### config.mk
export PLATFORM = sky130hd
export DESIGN_NAME = dma_rd_streamer
export DESIGN_NICKNAME = d
export VERILOG_FILES = /design/src/rtl/dma_rd_streamer.sv
export SDC_FILE = /design/constraint.sdc
export NUM_CORES = 1
export LEC_CHECK = 0
export BUFFER_PORTS_ARGS = -buffer_cell sky130_fd_sc_hd__buf_4
export CAP_MARGIN = 20
export CORE_AREA = 2 2 99 125
export CTS_BUF_LIST = sky130_fd_sc_hd__clkbuf_4 sky130_fd_sc_hd__clkbuf_8
export CTS_CLUSTER_DIAMETER = 30
export DETAILED_ROUTE_END_ITERATION = 16
export DIE_AREA = 0 0 101 127
export PLACE_DENSITY_LB_ADDON = 0.08
export SLEW_MARGIN = 20
export SYNTH_ARGS = -nofsm -noshare
export SYNTH_HDL_FRONTEND = slang
export SYNTH_SLANG_ARGS = --single-unit
### constraint.sdc
create_clock -name clk -period 4.3 [get_ports clk]
set_input_delay 0.86 -clock clk [delete_from_list [all_inputs] [get_ports clk]]
set_output_delay 0.86 -clock clk [all_outputs]
set_load 0.03 [all_outputs]
### src/rtl/dma_rd_streamer.sv
// DMA read-side AR streamer: splits one descriptor into AXI INCR bursts that never
// cross a 4 KB page, with a cap on bursts still waiting for RLAST.
module dma_rd_streamer #(
    parameter int ADDR_W     = 32,
    parameter int DATA_W     = 32,
    parameter int MAX_BEATS  = 16,
    parameter int MAX_OUTSTD = 4
) (
    input  logic              clk,
    input  logic              rst,
    input  logic              rd_valid_i,
    input  logic [ADDR_W-1:0] src_addr_i,
    input  logic [ADDR_W-1:0] num_bytes_i,
    input  logic              abort_i,
    output logic              rd_done_o,
    output logic              pend_txn_o,
    output logic              ar_valid_o,
    input  logic              ar_ready_i,
    output logic [ADDR_W-1:0] ar_addr_o,
    output logic [7:0]        ar_len_o,
    output logic [2:0]        ar_size_o,
    output logic [1:0]        ar_burst_o,
    input  logic              r_fire_i,
    input  logic              r_last_i
);
    localparam int BPB = DATA_W / 8;
    localparam int LG  = $clog2(BPB);
    localparam int CW  = $clog2(MAX_OUTSTD + 1);

    typedef enum logic [2:0] {IDLE, CALC, REQ, DRAIN, DONE} state_t;

    state_t            state;
    logic [ADDR_W-1:0] addr;
    logic [ADDR_W-1:0] beats_left;
    logic [8:0]        burst;
    logic [7:0]        len_q;
    logic [CW-1:0]     outstd;
    logic              ar_valid_q;
    logic              rd_done_q;

    logic              ar_fire;
    logic              rl_dec;
    logic [ADDR_W:0]   bytes_rnd;
    logic [ADDR_W-1:0] beats_init;
    logic [ADDR_W-1:0] addr_aligned;
    logic [12:0]       room_bytes;
    logic [12:0]       room_beats;
    logic [8:0]        burst_calc;

    assign ar_fire = ar_valid_q & ar_ready_i;
    // An RLAST with nothing outstanding is stray and must not wrap the counter.
    assign rl_dec  = r_fire_i & r_last_i & (outstd != '0);

    assign bytes_rnd    = {1'b0, num_bytes_i} + (ADDR_W+1)'(BPB - 1);
    assign beats_init   = ADDR_W'(bytes_rnd >> LG);
    assign addr_aligned = src_addr_i & ~ADDR_W'(BPB - 1);
    assign room_bytes   = 13'h1000 - {1'b0, addr[11:0]};
    assign room_beats   = room_bytes >> LG;

    always_comb begin
        burst_calc = 9'(MAX_BEATS);
        if (beats_left < ADDR_W'(MAX_BEATS))
            burst_calc = 9'(beats_left);
        if ({4'b0, burst_calc} > room_beats)
            burst_calc = 9'(room_beats);
    end

    always_ff @(posedge clk) begin
        if (rst) begin
            state      <= IDLE;
            addr       <= '0;
            beats_left <= '0;
            burst      <= '0;
            len_q      <= '0;
            outstd     <= '0;
            ar_valid_q <= 1'b0;
            rd_done_q  <= 1'b0;
        end else if (abort_i) begin
            state      <= IDLE;
            outstd     <= '0;
            ar_valid_q <= 1'b0;
            rd_done_q  <= 1'b0;
        end else begin
            rd_done_q <= 1'b0;
            outstd    <= outstd + CW'(ar_fire) - CW'(rl_dec);
            case (state)
                IDLE: if (rd_valid_i) begin
                    addr       <= addr_aligned;
                    beats_left <= beats_init;
                    if (num_bytes_i == '0) begin
                        state     <= DONE;
                        rd_done_q <= 1'b1;
                    end else begin
                        state <= CALC;
                    end
                end
                CALC: begin
                    burst <= burst_calc;
                    len_q <= 8'(burst_calc - 9'd1);
                    state <= REQ;
                end
                REQ: begin
                    if (ar_fire) begin
                        ar_valid_q <= 1'b0;
                        addr       <= addr + (ADDR_W'(burst) << LG);
                        beats_left <= beats_left - ADDR_W'(burst);
                        state      <= (beats_left == ADDR_W'(burst)) ? DRAIN : CALC;
                    end else if (!ar_valid_q && outstd < CW'(MAX_OUTSTD)) begin
                        // The counter can only fall while we wait, so the cap still holds on assertion.
                        ar_valid_q <= 1'b1;
                    end
                end
                DRAIN: if (outstd == '0) begin
                    state     <= DONE;
                    rd_done_q <= 1'b1;
                end
                DONE: if (!rd_valid_i) state <= IDLE;
                default: state <= IDLE;
            endcase
        end
    end

    assign ar_valid_o = ar_valid_q;
    assign ar_addr_o  = addr;
    assign ar_len_o   = len_q;
    assign ar_size_o  = 3'(LG);
    assign ar_burst_o = 2'b01;
    assign rd_done_o  = rd_done_q;
    assign pend_txn_o = ar_valid_q | (outstd != '0);
endmodule
==> impl_metrics.ini <==
[clocking]
clock-sinks = 87
clockBufferDepth = 2
holdBufCountCts = 0
worstSkewPairLatency_ns = 0.38
cts_resized = 0
htree_levels = 3
cts_tree = built
cts-root-buf = clkbuf_8
numCtsBuffers = 9
postCtsSetupBuffers = 0
clkTransAtPathRegs_ns = 0.10

[timing]
drv_slew = 0
maxSlewHeadroom_pct = 41.82
hold_ws_ns = 0.4713
hold_viol = 0
fin_crit_sh_pct = 95.14
min_period_ns = 4.091
max_freq_mhz = 244.4
tightest_slew_ns = 0.8717
rsz0062_at_grt = false
fin_tns_setup_ns = 0
clock_skew_ns = 0.01526
finalSetupViolations = 0

[global_routing]
antenna_found_initial = 0
grt_max_degree = 54
grt.overflow.total = 0
track_usage_pct = 31.98
grt_pass1_vias = 6813
grt_pass1_wl_um = 33610

[logic_synthesis]
synthCells = 884
synth.area.mux_share_pct = 1.271
synthAdderAreaFrac_pct = 6.876
synth_top_family_by_area = simple AND/OR/NAND/NOR gates
synthFlopType = dfxtp_1
synth_async_sr_flop_share_pct = 0
synth_xor_area_share_pct = 6.932
synth_area_sq_mm = 0.006696
yosys.area.top_type = dfxtp_1
ys_seq_area_share_pct = 26.01
synth_top_area_share_pct = 26.01
avgSynthCellArea_sq_um = 7.575
synth_seq_cells = 87
synth-edff-count = 0
synth_simple_gate_area_share_pct = 27.90
synth.area.top_cells = dfxtp_1 (26%), ha_1 (6.0%), nor2_1 (4.6%)
yosysUniqueCellTypes = 78
yosys_warnings = 0
synth_compound_area_share_pct = 24.98

[worst_setup_path]
cp_max_fo = 7
slowest_stage = or4_4
worstSetupStartpointType = register
path_class = register to register
crit_top_cell = ha_1
regToRegSetupSlack_ns = 0.21
arrival_ns = 4.41
crit_required_ns = 4.62
r2r_start = beats_left[16]
crit_path_end_kind = register
r2r-end = ar_len_o[2]
slowest_delay_ns = 0.56
cp_cell_sequence = or4_4 > nor3_4 > and4_1 > inv_1 > ha_1 > a211oi_1 > o21ai_0 > a221o_1 > o2111a_1 > mux2_2 > ha_1 > or4_1 > nand3_1
reg2regPathDepth = 13

[min_path]
hold_start = ar_len_o[0]
hold_depth = 2
hold_path_end = ar_len_o[0]
hold_path_class = register to register

[floorplanning]
die_y_um = 127
ios = 119
die_area_sq_mm = 0.01283
start_util_pct = 57.92
coreArea_sq_mm = 0.01156
num_rows = 44
die_x_um = 101

[power_and_ir_drop]
p_per_area_mw_per_mm2 = 324.4
p_sw_share_pct = 38.98
irDropWorstVdd_mv = 0.1445
p_switching_w = 0.0009888
seqPwrFrac_pct = 36.8
p_clk_share_pct = 25.4
p_leak_nw = 3.060
combinationalPowerShare_pct = 37.7
p_int_w = 0.001548

[route]
route.detailed.drc = 0
route.vias.total = 7287
viasPerCell = 6.541
drt_iter0_drc = 493
ant_nets = 0
routedWlPerCell_um = 18.20
totalWireLength_um = 20270
dr.pass1.iters = 6

[finish]
nFillCells = 1033
final_cell_mix = buf_4 (126), dfxtp_1 (87), nor2_1 (82)
drive_gt1_share_pct = 17.21
final_common_cell = buf_4
fin_nets = 1077
area_growth_pct = 16.78
final_area_sq_mm = 0.007820
antenna_cells = 0

[run_status]
status = finished clean

[flow_run]
cap_violations = 0

[placed_design]
dp_hpwl_um = 14790
placed_area_sq_mm = 0.007605
gp_congestion = 0.9132
io_buffers = 109
[registers in the layout, indices dropped and copies added (netlist names)]
| name | flops |
|---|---|
| outstd | 3 |
| rd_done_o | 1 |
| beats_left | 32 |
| ar_len_o | 8 |
| burst | 9 |
| ar_valid_o | 1 |
| state | 3 |
| ar_addr_o | 30 |
[worst max-delay path: cells and delay by family, from the launching register on]
family	cells	cell delay, ns
AO/OA/AOI/OAI	4	0.80
adder cells (fa/ha/maj)	2	0.61
buffers and inverters	1	0.15
flip-flops	1	0.36
multiplexers	1	0.33
AND/OR/NAND/NOR	5	1.80
[layout make-up]
type | count | area (sq um) | share of cell area [%]
tap | 138 | 172.7 | 2.208
clock inverter | 5 | 63.81 | 0.8160
multi-input combinational | 710 | 4606 | 58.90
inverter | 37 | 138.9 | 1.776
clock buffer | 11 | 151.4 | 1.936
timing repair buffer | 126 | 945.9 | 12.10
sequential | 87 | 1742 | 22.27
[synth_stat cells, types with 4 or more instances]
library cell  number
nor4_1            24
clkbuf_1          42
and4_1             5
o211ai_1           9
nand4_1           27
and3_1            15
xnor2_1           34
mux2i_1            6
o31ai_1            6
o311ai_0           4
nand2_1           80
xor2_1            19
buf_1              6
o21ai_0           44
nand3_1           30
nor2_1            82
a31oi_1           18
or4_1              5
inv_1             37
a41oi_1            4
nor2b_1            8
o41ai_1            4
a211oi_1          27
dfxtp_1           87
o21a_1             6
a221oi_1           4
a21oi_1           47
a22oi_1            6
and2_1             6
nand2b_1           5
or2_2              5
a32o_1             4
a21o_1             4
o22ai_1            6
a311oi_1           9
or4_4              4
nor3_1            34
or3_1             10
buf_4              9
ha_1              32
nand3b_1           5
[metal layers]
| metal | part of all wire [%] | global-route usage, % | vias to the layer above |
|---|---|---|---|
| li1 | - | - | 3472 |
| met1 | 43 | 43.22 | 3458 |
| met4 | 2.4 | 11.37 | 0 |
| met3 | 6.3 | 3.337 | 40 |
| met5 | 0 | 0 | - |
| met2 | 48 | 52.86 | 317 |
[through the flow]
step | instances | utilization [%] | setup slack, ns | total power, W
finish | 1114 | 67.64 | 0.2092 | 0.002537
global placement | 1098 | 65.78 | 0.3006 | 0.001862
global route | 1114 | 67.64 | 0.01077 | 0.002677
detailed placement | 1098 | 65.78 | 0.2374 | 0.001888
CTS | 1114 | 67.64 | 0.2210 | 0.002520
floorplan | 893 | - | 0.3709 | 0.001596
[cell families (layout without fill, tap and decap cells)]
kind of cell	after synthesis	count (layout)
AO/OA/AOI/OAI	242	242
XOR/XNOR	53	53
adder cells (fa/ha/maj)	35	35
buffers and inverters	96	179
flip-flops	87	87
multiplexers	8	8
other	2	11
AND/OR/NAND/NOR	361	361
[power by group through the flow]
| stage | Combinational (W) | Sequential, W | Clock [W] |
|---|---|---|---|
| floorplan | 0.000613 | 0.000983 | 0 |
| global placement | 0.000915 | 0.000946 | 0 |
| detailed placement | 0.000937 | 0.000951 | 0 |
| CTS | 0.000943 | 0.000932 | 0.000645 |
| global route | 0.00105 | 0.000943 | 0.000682 |
| finish | 0.000957 | 0.000934 | 0.000645 |
[worst max-delay path by stage]
| stage | startpoint | slack [ns] | endpoint |
|---|---|---|---|
| after floorplan | ar_addr_o[2] | 0.37 | ar_len_o[2] |
| after global placement | beats_left[16] | 0.30 | ar_len_o[2] |
| after detailed placement | beats_left[16] | 0.24 | ar_len_o[2] |
| after CTS | beats_left[16] | 0.22 | ar_len_o[2] |
| after global routing | beats_left[16] | 0.01 | ar_len_o[2] |
| final | beats_left[16] | 0.21 | ar_len_o[2] |
No activity file was read; power rests on OpenSTA's default activity.
